===== src/rtl/riscvx_pkg.sv =====
// riscvx_pkg
//   Shared constants and types for the fetch stage.
//   NOP_INSTR_DEF : bubble word (addi x0,x0,0) presented to decode
//   RESET_PC_DEF  : default first fetch address after reset
//   fetch_state_e : fetch FSM state encoding
package riscvx_pkg;

  localparam logic [31:0] NOP_INSTR_DEF = 32'h0000_0013;
  localparam logic [31:0] RESET_PC_DEF  = 32'h0000_0000;

  typedef enum logic [1:0] {
    ST_RUN  = 2'd0,
    ST_BUF  = 2'd1,
    ST_DROP = 2'd2
  } fetch_state_e;

  // Instruction addresses are word aligned; the low two bits are never used.
  function automatic logic [31:0] word_align(input logic [31:0] a);
    return a & ~32'h3;
  endfunction

endpackage


===== src/rtl/instr_fetch_if.sv =====
// instr_fetch_if
//   Instruction memory request/response bus.
//   imem_req   : fetch request; imem_addr stable while high until imem_ready
//   imem_addr  : word-aligned fetch address
//   imem_ready : memory completes the outstanding request this cycle
//   imem_rdata : instruction word, valid only with imem_ready
//   master = fetch stage, slave = instruction memory
interface instr_fetch_if;
  logic        imem_req;
  logic [31:0] imem_addr;
  logic        imem_ready;
  logic [31:0] imem_rdata;

  modport master (output imem_req, imem_addr, input imem_ready, imem_rdata);
  modport slave  (input imem_req, imem_addr, output imem_ready, imem_rdata);
endinterface


===== src/rtl/instr_fetch_skid.sv =====
// fetch_skid
//   One-entry buffer holding an instruction word and its PC while decode
//   is stalled.
//   clk, rst          : clock, synchronous active-high reset
//   i_load            : capture i_instr/i_pc, mark full
//   i_clear           : empty the buffer (drain or flush); wins over i_load
//   o_instr, o_pc     : buffered contents
//   o_full            : buffer holds a valid entry
module fetch_skid (
  input  logic        clk,
  input  logic        rst,
  input  logic        i_load,
  input  logic        i_clear,
  input  logic [31:0] i_instr,
  input  logic [31:0] i_pc,
  output logic [31:0] o_instr,
  output logic [31:0] o_pc,
  output logic        o_full
);

  logic [31:0] r_instr;
  logic [31:0] r_pc;
  logic        r_full;

  always_ff @(posedge clk) begin
    if (rst || i_clear) begin
      r_instr <= '0;
      r_pc    <= '0;
      r_full  <= 1'b0;
    end else if (i_load) begin
      r_instr <= i_instr;
      r_pc    <= i_pc;
      r_full  <= 1'b1;
    end
  end

  assign o_instr = r_instr;
  assign o_pc    = r_pc;
  assign o_full  = r_full;

endmodule


===== src/rtl/instr_fetch.sv =====
// instr_fetch
//   Instruction fetch stage: drives the instruction memory bus and the
//   IF/ID pipeline register, with a one-entry skid for decode stalls and
//   flush/redirect handling that respects the memory handshake.
//   clk, rst          : clock, synchronous active-high reset
//   imem              : instruction memory bus (master side)
//   stall_ID          : decode cannot accept; IF/ID holds
//   redirect          : taken branch/jump; flush and refetch at redirect_pc
//   redirect_pc       : new PC (low two bits ignored)
//   Instr_ID, PC_ID   : IF/ID instruction and its address
//   valid_ID          : 1 = real instruction, 0 = bubble (Instr_ID = NOP_INSTR)
//
//   state   | meaning
//   --------+--------------------------------------------------------------
//   ST_RUN  | requesting pc_r; accepted word goes to IF/ID or skid
//   ST_BUF  | skid full, decode stalled, no request issued
//   ST_DROP | stale request still outstanding; its data is discarded
module instr_fetch
  import riscvx_pkg::*;
#(
  parameter logic [31:0] RESET_PC  = RESET_PC_DEF,
  parameter logic [31:0] NOP_INSTR = NOP_INSTR_DEF
) (
  input  logic                 clk,
  input  logic                 rst,
  instr_fetch_if.master        imem,
  input  logic                 stall_ID,
  input  logic                 redirect,
  input  logic [31:0]          redirect_pc,
  output logic [31:0]          Instr_ID,
  output logic [31:0]          PC_ID,
  output logic                 valid_ID
);

  fetch_state_e r_state, w_state_nxt;

  logic [31:0] r_pc, r_tgt, r_instr_id, r_pc_id;
  logic        r_valid_id;

  logic        w_ifid_mem, w_ifid_skid, w_ifid_bubble;
  logic        w_pc_inc, w_pc_redir, w_pc_tgt, w_tgt_load;
  logic        w_skid_load, w_skid_clear, w_skid_full;
  logic [31:0] w_skid_instr, w_skid_pc, w_redir_pc;

  assign w_redir_pc = word_align(redirect_pc);

  fetch_skid u_skid (
    .clk     (clk),
    .rst     (rst),
    .i_load  (w_skid_load),
    .i_clear (w_skid_clear),
    .i_instr (imem.imem_rdata),
    .i_pc    (r_pc),
    .o_instr (w_skid_instr),
    .o_pc    (w_skid_pc),
    .o_full  (w_skid_full)
  );

  // State register
  always_ff @(posedge clk) begin
    if (rst) r_state <= ST_RUN;
    else     r_state <= w_state_nxt;
  end

  // Next-state logic
  always_comb begin
    w_state_nxt = r_state;
    unique case (r_state)
      ST_RUN: begin
        if (redirect)
          w_state_nxt = imem.imem_ready ? ST_RUN : ST_DROP;
        else if (stall_ID && imem.imem_ready)
          w_state_nxt = ST_BUF;
      end
      ST_BUF:  if (redirect || !stall_ID) w_state_nxt = ST_RUN;
      ST_DROP: if (imem.imem_ready)       w_state_nxt = ST_RUN;
      default: w_state_nxt = ST_RUN;
    endcase
  end

  // Output / control strobes
  always_comb begin
    imem.imem_req = 1'b0;
    w_ifid_mem    = 1'b0;
    w_ifid_skid   = 1'b0;
    w_ifid_bubble = 1'b0;
    w_pc_inc      = 1'b0;
    w_pc_redir    = 1'b0;
    w_pc_tgt      = 1'b0;
    w_tgt_load    = 1'b0;
    w_skid_load   = 1'b0;
    w_skid_clear  = 1'b0;
    unique case (r_state)
      ST_RUN: begin
        imem.imem_req = !rst;
        if (redirect) begin
          w_ifid_bubble = 1'b1;
          // Without ready the request must complete before moving the address.
          if (imem.imem_ready) w_pc_redir = 1'b1;
          else                 w_tgt_load = 1'b1;
        end else if (stall_ID) begin
          if (imem.imem_ready) begin
            w_skid_load = 1'b1;
            w_pc_inc    = 1'b1;
          end
        end else if (imem.imem_ready) begin
          w_ifid_mem = 1'b1;
          w_pc_inc   = 1'b1;
        end else begin
          w_ifid_bubble = 1'b1;
        end
      end
      ST_BUF: begin
        if (redirect) begin
          w_ifid_bubble = 1'b1;
          w_pc_redir    = 1'b1;
          w_skid_clear  = 1'b1;
        end else if (!stall_ID && w_skid_full) begin
          w_ifid_skid  = 1'b1;
          w_skid_clear = 1'b1;
        end
      end
      ST_DROP: begin
        imem.imem_req = !rst;
        w_ifid_bubble = 1'b1;
        w_tgt_load    = redirect;
        if (imem.imem_ready) begin
          // A redirect arriving with the stale completion is the newest target.
          if (redirect) w_pc_redir = 1'b1;
          else          w_pc_tgt   = 1'b1;
        end
      end
      default: ;
    endcase
  end

  assign imem.imem_addr = word_align(r_pc);

  // PC, redirect target and IF/ID register
  always_ff @(posedge clk) begin
    if (rst) begin
      r_pc       <= RESET_PC;
      r_tgt      <= '0;
      r_instr_id <= NOP_INSTR;
      r_pc_id    <= '0;
      r_valid_id <= 1'b0;
    end else begin
      if (w_pc_redir)    r_pc <= w_redir_pc;
      else if (w_pc_tgt) r_pc <= r_tgt;
      else if (w_pc_inc) r_pc <= r_pc + 32'd4;

      if (w_tgt_load) r_tgt <= w_redir_pc;

      if (w_ifid_bubble) begin
        r_instr_id <= NOP_INSTR;
        r_valid_id <= 1'b0;
      end else if (w_ifid_mem) begin
        r_instr_id <= imem.imem_rdata;
        r_pc_id    <= r_pc;
        r_valid_id <= 1'b1;
      end else if (w_ifid_skid) begin
        r_instr_id <= w_skid_instr;
        r_pc_id    <= w_skid_pc;
        r_valid_id <= 1'b1;
      end
    end
  end

  assign Instr_ID = r_instr_id;
  assign PC_ID    = r_pc_id;
  assign valid_ID = r_valid_id;

endmodule


===== src/flat_wrapper.sv =====
// flat-port wrapper written by rule: the top's interface ports become plain ports
module instr_fetch_flat import riscvx_pkg::*;
#(
  parameter logic [31:0] RESET_PC  = RESET_PC_DEF,
  parameter logic [31:0] NOP_INSTR = NOP_INSTR_DEF
)
  (clk, rst, stall_ID, redirect, redirect_pc, Instr_ID, PC_ID, valid_ID, imem_imem_req, imem_imem_addr, imem_imem_ready, imem_imem_rdata);
  instr_fetch_if imem_i ();
  input  logic clk;
  input  logic rst;
  input  logic stall_ID;
  input  logic redirect;
  input  logic [31:0] redirect_pc;
  output logic [31:0] Instr_ID;
  output logic [31:0] PC_ID;
  output logic valid_ID;
  output wire logic [$bits(imem_i.imem_req)-1:0] imem_imem_req;
  output wire logic [$bits(imem_i.imem_addr)-1:0] imem_imem_addr;
  input wire logic [$bits(imem_i.imem_ready)-1:0] imem_imem_ready;
  input wire logic [$bits(imem_i.imem_rdata)-1:0] imem_imem_rdata;
  assign imem_imem_req = imem_i.imem_req;
  assign imem_imem_addr = imem_i.imem_addr;
  assign imem_i.imem_ready = imem_imem_ready;
  assign imem_i.imem_rdata = imem_imem_rdata;
  instr_fetch #(.RESET_PC(RESET_PC), .NOP_INSTR(NOP_INSTR)) u_core (.clk(clk), .rst(rst), .imem(imem_i), .stall_ID(stall_ID), .redirect(redirect), .redirect_pc(redirect_pc), .Instr_ID(Instr_ID), .PC_ID(PC_ID), .valid_ID(valid_ID));
endmodule

===== config.mk =====
export PLATFORM = sky130hd
export DESIGN_NAME = instr_fetch_flat
export DESIGN_NICKNAME = d
export VERILOG_FILES = /design/src/rtl/riscvx_pkg.sv /design/src/rtl/instr_fetch_if.sv /design/src/rtl/instr_fetch_skid.sv /design/src/rtl/instr_fetch.sv /design/src/flat_wrapper.sv
export SDC_FILE = /design/constraint.sdc
export NUM_CORES = 1
export LEC_CHECK = 0
export CAP_MARGIN = 40
export CORE_ASPECT_RATIO = 1.5
export CORE_MARGIN = 1.5
export CORE_UTILIZATION = 40
export CTS_BUF_LIST = sky130_fd_sc_hd__clkbuf_2
export DETAILED_ROUTE_END_ITERATION = 10
export PLACE_DENSITY = 0.7
export SYNTH_ARGS = -nofsm -noshare
export SYNTH_HDL_FRONTEND = slang
export SYNTH_SLANG_ARGS = --single-unit

===== constraint.sdc =====
create_clock -name clk -period 4.3 [get_ports clk]
set_input_delay 0.645 -clock clk [delete_from_list [all_inputs] [get_ports clk]]
set_output_delay 0.645 -clock clk [all_outputs]
set_load 0.02 [all_outputs]

[Word level (Yosys, flattened, before mapping)]
Index checks and enable logic that the tools add are counted.
W data, S select, Z words.
Cells by class
  $add $sub $neg: 1
  multipliers: 0
  div/mod/pow operators: 0
  magnitude comparators: 0
  eq/ne operators: 5
  shift operators: 0
  muxes and demuxes: 43
  bitwise operators: 1
  reduce and logical (&&, ||, !) cells: 15
Operator list (number)
  $mux W32: 7
  $add A32 B3 Y32 const B: 1
  $mux W1: 27
  $mux W2: 5
  $pmux W1 S3: 2
  $pmux W2 S3: 1
  $reduce_or A2 Y1: 3
  $reduce_bool A2 Y1: 2
  $ne A3 B2 Y1 const B: 1
  $reduce_and A3 Y1: 1
  $reduce_bool A3 Y1: 1
  $eq A2 B1 Y1 const B: 1
  $eq A2 B2 Y1 const B: 1
  $logic_and A1 B1 Y1: 2
  $logic_not A1 Y1: 2
  $logic_not A2 Y1: 1
  $logic_or A1 B1 Y1: 2
  $ne A2 B1 Y1 const B: 1
  $ne A2 B2 Y1 const B: 1
  $pmux W1 S2: 1
  $reduce_and A2 Y1: 1
  $not A1 Y1: 1
Storage, ports and cells
  bits in registers: 194
  latch bits: 0
  bits in writable memories: 0
  ROM bits: 0
  bits of input ports: 69
  output and inout bits: 98
  memories: 0

[Logic depth before layout (Yosys ltp)]
Gate-level depths: netlist of run 1.
  depth in word-level cells: 7
  depth in mapped cells: 8

[Hierarchy]
From an unflattened synthesis of run 1, not the netlist that was laid out.
Unflattened totals
  cells, all modules: 990
  area total of the unflattened synthesis: 8917.3 um^2
By module, submodules not included
  instr_fetch: instances 1, cells an instance 780, area an instance 6577.6 um^2, seq. area each 2582.5 um^2
  fetch_skid: instances 1, cells an instance 210, area an instance 2339.7 um^2, seq. area each 1301.2 um^2

[Worst setup path before layout of run 1]
Ideal clock, no wire load.
  path type: input-to-output
  start: in rst
  end: out imem_imem_req
  data arrival time: 1617 ps
  required time: 3655 ps
  path slack: 2038 ps
  stages: 4
  buffers on the path: 3
  path through: clkbuf_1 clkbuf_1 buf_1 nor2_1
Between the ends
  word-level cells in the longest chain between the ends: 2
Ends and longest elaborated chain
  from (decl): line flat_wrapper.sv:10  | input logic rst;
  $logic_not A1 Y1: line instr_fetch.sv:95, instr_fetch.sv:124
  $mux W1
  to (decl): line flat_wrapper.sv:17  | output wire logic [$bits(imem_i.imem_req)-1:0] imem_imem_req;
No other way between the ends.

[Worst setup path in the final report of run 1]
  start: reg u_core.r_state[0]
  end: out imem_imem_req
Between the ends
  word-level cells in the longest chain between the ends: 3
Ends and longest elaborated chain
  from (decl): line instr_fetch.sv:35  | fetch_state_e r_state, w_state_nxt;
  from (signal assigned): line instr_fetch.sv:62  | else r_state <= w_state_nxt;
  $eq A2 B2 Y1 or $logic_not A2 Y1 (tied branches): line instr_fetch.sv:93  | unique case (r_state)
  $reduce_or A2 Y1 (no source line) *
  $mux W1 *
Every way passes the cells marked *; elsewhere a longest branch is shown, timed or not.

==> results of run 1 <==
## report_power, final
group / internal (mW) / switching, mW / total [mW]
Clock: 0.167 / 0.673 / 0.840
Combinational: 0.245 / 0.304 / 0.549
Sequential: 1.88 / 0.0879 / 1.97
## sequential cells by signal, indices dropped and copies added (netlist names)
register and count:
u_core.u_skid.o_pc 32, u_core.u_skid.o_instr 32, u_core.valid_ID 1, u_core.r_state 2, u_core.u_skid.o_full 1, u_core.PC_ID 32, u_core.r_pc 32, u_core.r_tgt 30
u_core.Instr_ID 32
## critical path: cells and delay by family (launching register included)
family / cells / cell delay (ns)
buffers and inverters: 1 / 0.57
and+or+nand+nor: 1 / 0.12
DFF: 1 / 0.70
## worst paths after layout
check / endpoint / slack (ns) / startpoint
worst max-delay path: imem_imem_req / 1.50 / u_core.r_state[0]
worst min-delay path: u_core.r_tgt[19] / 0.34 / rst
worst min register to register: u_core.r_pc[0] / 0.46 / u_core.r_pc[0]
worst max register to register: u_core.PC_ID[18] / 1.72 / u_core.r_state[0]
## stage by stage
| stage | total power [mW] | std cells | worst slack (ns) |
|---|---|---|---|
| after floorplan | 2.33 | 1098 | 2.04 |
| after global placement | 2.54 | 1427 | 1.02 |
| after detailed placement | 2.55 | 1428 | 1.04 |
| after CTS | 3.40 | 1460 | 1.42 |
| after global routing | 3.53 | 1461 | 1.32 |
| final | 3.36 | 1461 | 1.50 |
## logic make-up (layout without fill, tap and decap cells)
kind of cell               count (synthesis)  in the layout
and+or+nand+nor                          422            422
AOI/OAI and AO/OA                        259            259
DFF                                      194            194
buffers and inverters                    134            220
muxes                                     73             73
xor gates and xnor gates                  13             13
adders and majority gates                  1              1
other                                      1              3
## layer usage
| metal | vias to the layer above | global-route usage [%] | wire length, um |
|---|---|---|---|
| li1 | 3901 | - | - |
| met1 | 3772 | 24.2 | 10300 |
| met4 | 0 | 7.78 | 542 |
| met3 | 35 | 3.48 | 986 |
| met5 | - | 0 | 0 |
| met2 | 208 | 34.6 | 12100 |
## cell usage in the layout, fill, tap and decap left out, drive strengths merged, types with 3 or more instances in the layout
cell type      instances
a211o                  3
a211oi                72
a21oi                122
a221oi                 4
a22o                   3
a31oi                  3
and2                   3
and3                  12
buf                   21
clkbuf                17
clkdlybuf4s50        161
clkinv                 6
clkinvlp               4
dfxtp                194
inv                   11
mux2i                 73
nand2                215
nand3                 19
nand4                 10
nor2                 120
nor3                   8
nor4                   6
o211ai                 3
o21ai                 22
o22ai                  8
o31ai                  4
or2                    5
or3                    4
xnor2                  6
xor2                   7
## cell type report
type,count,area share [%]
Tap cell,276,3.15
Inverter,6,0.206
Sequential cell,194,35.5
Timing Repair Buffer,182,16.6
Multi-Input combinational cell,770,42.6
Clock inverter,15,1.14
Antenna cell,1,0.0229
Clock buffer,17,0.777
==> out/qor.yml, run 1 <==
syn_area_per_cell_um2: 8.42
port_buffers: 162
first_pass_iters: 5
cap_violations: 0
max_stage_delay_ns: 0.70
clock_latency_ns: 0.78
htreeDepth: 4
rows: 67
clock_sinks: 194
synth_cell_types: 66
grt_max_degree: 66
critPathRequiredTime_ns: 3.65
grt_usage_pct: 19.9
seq_area_um2: 3880
cts_tree: "yes"
synth_fa_ha_area_share_pct: 0.135
die_w_um: 127
core_um2: 22600
async_flop_share_pct: 0
synth_seq_area_share_pct: 42.0
critPathSlowestCell: "dfxtp_1"
clk_pin_slew_worst_paths_ns: 0.28
power.leakage_nw: 3.73
cp-start-kind: "flip-flop"
initial_core_util_pct: 41.0
synthMuxAreaShare_pct: 7.91
status: "finished, final reports clean"
gp_routability_congestion: 0.856
vias_per_cell: 5.42
drtIter0Drc: 520
powerDensity_nw_per_um2: 307
rsz0062_at_grt: "no"
worstHoldPathType: "in2reg"
worstSetupPathType: "reg2out"
setup_viol: 0
synth_edf_count: 0
post_dp_cell_area_um2: 10700
synthTopCellsByArea: "dfxtp_1, nand2_1, a211oi_2"
ant_nets: 0
fin_area_um2: 10900
hold_violations: 0
cts_buffers: 17
clockBufferDepth: 2
yosysTopAreaCell: "dfxtp_1"
whs_ns: 0.336
syn_inst: 1097
place_hpwl_um: 16000
synth_top_cells_by_count: "nand2_1, dfxtp_1, a21oi_1"
clock_skew_ns: 0.0268
syn_area_um2: 9240
root_buffer: "clkbuf_2"
yosysMostFrequentCell: "nand2_1"
yosys_warnings: 0
die_area_um2: 24000
critPathArrivalTime_ns: 2.16
synth_top_area_share_pct: 42.0
layout.nets: 1241
vias: 7916
maxSlewHeadroom_pct: 47.1
grt_overflow: 0
grt_pass1_vias: 7423
fp.dieH_um: 189
yosys.area_share.simple_pct: 20.2
filler_cell_count: 2171
hold_buffers: 0
post-route-period-util_pct: 65.2
syn2layout_area_growth_pct: 18.5
ir_drop_uv: 124
drc: 0
grt_pass1_wl_um: 38300
fmax_ghz: 0.357
hold-path-cell-count: 2
synth-seq-cells: 194
antenna_found_initial: 1
cts_setup_buffers: 0
tightest_slew_ns: 0.793
period_minus_slack_ns: 2.80
synth_ff_type: "dfxtp_1"
multi_input_area_um2: 4670
wl_um: 23900
synth_compound_area_share_pct: 20.5
tns_ns: 0
num_io_pins: 167
postCtsResizedCells: 0
drive_gt1_share_pct: 10.6
crit_path_end_kind: "primary output"
final_util_pct: 48.5
synth_top_family_by_area: "compound AO/OA/AOI/OAI gates"
wl_per_cell_um: 16.4
final_max_slew_viol_count: 0
synthXorXnorAreaFrac_pct: 1.23
cp_max_fo: 13
ff2ff_path_depth: 5
cp_cell_sequence: "nor2_1, clkdlybuf4s50_1"
(Power assumes the default switching activity.)
==> run 2, diff against run 1 <==
- PLACE_DENSITY: 0.7 -> 0.72
- clock period: 4.3 -> 2.35 ns (I/O delays scaled with it)
==> run 2 against run 1 <==
- core utilization rose by 2.7 points
- sequential cell count did not move
- global-route usage rose by 0.42 points
- highest routed layer unchanged
==> out/qor.yml, run 2 (same netlist as run 1, synthesis figures left out) <==
power.leakage_nw: 4.26
die_w_um: 127
ff2ff_path_depth: 6
powerDensity_nw_per_um2: 546
min_to: "u_core.u_skid.o_instr[19]"
clock_sinks: 194
final_util_pct: 51.2
internal_power_mw: 4.36
cts_buffers: 17
vias_per_cell: 5.36
drc: 0
worstSetupPathType: "reg2out"
clock_latency_ns: 0.81
layout.nets: 1301
wl_um: 24500
grt_max_degree: 65
htreeDepth: 4
critPathRequiredTime_ns: 2.00
r2r_slack_ns: 0.24
port_buffers: 162
die_area_um2: 24000
syn2layout_area_growth_pct: 25.0
first_pass_iters: 5
tightest_slew_ns: 0.613
period_minus_slack_ns: 2.24
initial_core_util_pct: 41.0
final_max_slew_viol_count: 0
dp_cells: 1480
ir_drop_uv: 288
cap_violations: 0
place_hpwl_um: 17100
rr_endpoint: "u_core.r_pc[21]"
critPathArrivalTime_ns: 1.88
ant_nets: 0
cp-start-kind: "flip-flop"
hold-path-cell-count: 3
vias: 8150
wl_per_cell_um: 16.1
r2r_start: "u_core.r_pc[2]"
cts_setup_buffers: 0
gp_routability_congestion: 0.853
root_buffer: "clkbuf_2"
net-switching-power_mw: 1.95
seq_power_share_pct: 56.2
clk_pin_slew_worst_paths_ns: 0.28
fp.dieH_um: 189
clkPwrFrac_pct: 25.8
cp_max_fo: 7
post-route-period-util_pct: 95.1
p_sw_share_pct: 30.9
cts_tree: "yes"
grt_usage_pct: 20.3
core_um2: 22600
status: "finished, final reports clean"
crit_path_end_kind: "primary output"
hp-start: "imem_imem_rdata[19]"
final_cell_mix: "nand2_1, dfxtp_1, clkdlybuf4s50_1"
setup_viol: 0
cp.depth: 1
hold_violations: 0
worstPathBufferInverterCount: 1
clock_skew_ns: 0.0371
antenna_found_initial: 1
grt_pass1_vias: 7826
drive_gt1_share_pct: 15.4
finalWorstSetupSlack_ns: 0.115
cp_cell_sequence: "clkdlybuf4s50_1"
final_common_cell: "nand2_1"
rows: 67
comb_power_share_pct: 18.0
grt_overflow: 0
worstSetupStartpoint: "u_core.r_pc[23]"
fmax_ghz: 0.447
clockBufferDepth: 2
power_mw: 6.31
critPathTopFamily: "buffers and inverters"
num_io_pins: 167
worstHoldPathType: "in2reg"
rsz0062_at_grt: "no"
pre_cts_slack_ns: -0.0597
grt_pass1_wl_um: 39200
max_stage_delay_ns: 0.61
finalNonFillerCells: 1521
critPathSlowestCell: "clkdlybuf4s50_1"
maxSlewHeadroom_pct: 59.0
drtIter0Drc: 484
[run 2: changes by cell type in the layout (fill, tap and decap cells not counted), sizes merged, moves of 2 or more]
cell           before  now
buf                21   73
clkdlybuf4s50     161  134
clkinv              6    3
dlygate4sd2         0   20
dlygate4sd3         0    8
dlymetal6s2s        0    7
inv                11   13
[run 2: layout make-up]
type / count / area (um^2)
fill: 2160 / 11000
multi-input combinational: 770 / 4670
sequential: 194 / 3910
timing repair buffer: 242 / 2370
tap: 276 / 345
clock inverter: 15 / 145
clock buffer: 17 / 85.1
inverter: 6 / 22.5
antenna: 1 / 2.50
[run 2: worst max-delay path by stage]
stage / end
after floorplan: u_core.r_pc[21]
after CTS: imem_imem_addr[25]
final: imem_imem_addr[23]
after detailed placement: u_core.Instr_ID[10]
after global routing: imem_imem_addr[23]
after global placement: u_core.Instr_ID[11]
[run 2: timing repair]
| item | 4_1_cts | 5_1_grt |
|---|---|---|
| resized for setup | 36 | 9 |
| endpoints found under the hold margin | 16 | 5 |
| hold buffers | 3 | 5 |
| setup endpoints to repair | 30 | 9 |
[run 2: routing by layer]
layer | part of all wire (%) | track usage (%) | vias to the layer above
li1 | - | - | 4027
met1 | 42 | 24.0 | 3841
met2 | 50 | 36.0 | 230
met3 | 4.1 | 3.84 | 52
met4 | 3.3 | 8.04 | 0
met5 | 0 | 0 | -
[run 2: power by group through the flow]
stage	Clock, mW	Combinational (mW)	Sequential, mW
2_1_floorplan	0	0.644	3.62
3_3_place_gp	0	1.13	3.60
3_5_place_dp	0	1.15	3.60
4_1_cts	1.69	1.13	3.55
5_1_grt	1.82	1.23	3.57
6_report	1.63	1.14	3.55
[run 2: stage by stage]
| stage | hold WS (ns) | TNS [ns] | area, um^2 |
|---|---|---|---|
| after floorplan | 0.422 | 0 | 9240 |
| after global placement | 0.430 | -0.0912 | 11200 |
| after detailed placement | 0.431 | -1.07 | 11200 |
| after CTS | 0.000666 | 0 | 11500 |
| after global routing | 0.000948 | 0 | 11500 |
| final | 0.0780 | 0 | 11500 |
==> run 3, diff against run 2 <==
- MAX_ROUTING_LAYER: not set -> met4
- PLACE_DENSITY: 0.72 -> 0.6
- clock period: 2.35 -> 2.16 ns (I/O delays scaled with it)
==> run 3 against run 2 <==
- wire length increased by 1.4%
- sequential power increased by 8.5%
- clock-buffer cell count is 1 higher
- non-clock buffer count is 39 higher
- critical path type unchanged
- critical endpoint unchanged
==> out/qor.yml, run 3 (same netlist as run 1, synthesis figures left out) <==
status: "finished, final reports clean"
filler_cell_count: 2185
wl_um: 24900
syn2layout_area_growth_pct: 28.6
antenna_found_initial: 1
initial_core_util_pct: 41.0
final_util_pct: 52.7
worstSetupPathType: "reg2out"
fmax_ghz: 0.491
power_mw: 7.10
final_common_cell: "nand2_1"
port_buffers: 162
cap_violations: 0
cts_buffers: 17
hold-path-cell-count: 3
cp_max_fo: 6
finalNonFillerCells: 1560
setup_viol: 0
grt_pass1_wl_um: 39900
seq_power_share_pct: 54.2
drtIter0Drc: 486
critPathRequiredTime_ns: 1.84
clkPwrFrac_pct: 28.1
dp_cells: 1495
die_w_um: 127
powerDensity_nw_per_um2: 598
final_max_slew_viol_count: 0
comb_power_share_pct: 17.7
vias: 8156
core_um2: 22600
first_pass_iters: 5
worstHoldPathType: "in2reg"
hp-start: "imem_imem_rdata[16]"
critPathArrivalTime_ns: 1.71
clock_skew_ns: 0.0335
tightest_slew_ns: 0.520
power.leakage_nw: 4.65
place_hpwl_um: 17100
net-switching-power_mw: 2.13
finalWorstSetupSlack_ns: 0.123
cts_tree: "yes"
maxSlewHeadroom_pct: 65.3
vias_per_cell: 5.23
rr_endpoint: "u_core.r_pc[20]"
gp_routability_congestion: 0.869
ant_nets: 0
grt_overflow: 0
r2r_slack_ns: 0.17
pre_cts_slack_ns: -0.0761
ff2ff_path_depth: 6
clock_latency_ns: 0.80
htreeDepth: 4
ir_drop_uv: 272
clock_sinks: 194
rows: 67
die_area_um2: 24000
min_to: "u_core.u_skid.o_instr[16]"
period_minus_slack_ns: 2.04
drc: 0
r2r_start: "u_core.r_pc[2]"
clk_pin_slew_worst_paths_ns: 0.28
grt_pass1_vias: 7630
p_sw_share_pct: 29.9
crit_path_end_kind: "primary output"
fp.dieH_um: 189
grt_max_degree: 65
hold_violations: 0
internal_power_mw: 4.98
post-route-period-util_pct: 94.3
layout.nets: 1340
drive_gt1_share_pct: 16.5
grt_usage_pct: 21.5
final_cell_mix: "nand2_1, dfxtp_1, a21oi_1"
root_buffer: "clkbuf_2"
clockBufferDepth: 2
cp-start-kind: "flip-flop"
num_io_pins: 167
wl_per_cell_um: 16.0
## run 3: cell count changes in the layout (fill, tap and decap cells not counted), moves of 6 or more
cell | previous run | this run
dlygate4sd3_1 | 8 | 31
clkdlybuf4s50_1 | 134 | 65
dlymetal6s2s_1 | 7 | 0
clkdlybuf4s15_1 | 0 | 6
buf_4 | 62 | 74
dlygate4sd2_1 | 20 | 87
## run 3: layer usage
layer  track usage, %  up-vias  share of wire (%)
met2             36.4      212                 50
li1                 -     4102                  -
met3             2.91       24                3.5
met5                -        -                  0
met4             6.42        0                1.6
met1             26.6     3818                 45
## run 3: area by class of cell
cell class	instances	area (um^2)	share of cell area, %
multi-input cells	770	4670	39.3
flip-flops and latches	194	3920	33.0
repair buffers	281	2650	22.3
well taps	276	345	2.91
clock inverters	14	178	1.50
clock buffers	18	90.1	0.758
inverters	6	22.5	0.190
diodes	1	2.50	0.0211
## run 3: what timing repair did
item / CTS / global route
hold endpoints to repair: 77 / 0
gates resized for setup: 118 / 13
endpoints found under the setup margin: 96 / 10
buffers inserted: 0 / 1
hold buffers: 31 / 0
## run 3: metrics by stage
stage	area, um^2	setup TNS [ns]	hold WS [ns]
finish	11900	0	0.0826
global placement	11400	-1.19	0.431
detailed placement	11400	-1.74	0.437
CTS	11900	0	0.000696
floorplan	9240	0	0.403
global route	11900	-0.00917	0.00635
## run 3: worst max path at each step
| stage | start | to | slack (ns) | depth (start not counted) |
|---|---|---|---|---|
| after floorplan | u_core.r_pc[10] | u_core.r_pc[21] | 0.28 | 6 |
| after global placement | imem_imem_ready | u_core.Instr_ID[1] | -0.07 | 7 |
| after detailed placement | imem_imem_ready | u_core.Instr_ID[0] | -0.08 | 7 |
| after CTS | u_core.r_state[0] | imem_imem_req | 0.001 | 3 |
| after global routing | u_core.r_pc[14] | imem_imem_addr[14] | -0.007 | 2 |
| final | u_core.r_pc[23] | imem_imem_addr[23] | 0.12 | 2 |
## run 3: worst max-delay path, stage by stage, from the launching register on
cell,delay [ns]
dfxtp_2,0.43
buf_4,0.15
clkdlybuf4s15_1,0.34
## run 3: power groups by stage
stage	combinational [mW]	clock, mW	sequential, mW
after floorplan	0.701	0	3.94
after global placement	1.27	0	3.92
after detailed placement	1.28	0	3.92
after CTS	1.26	2.07	3.85
after global routing	1.37	2.20	3.88
final	1.26	1.99	3.85
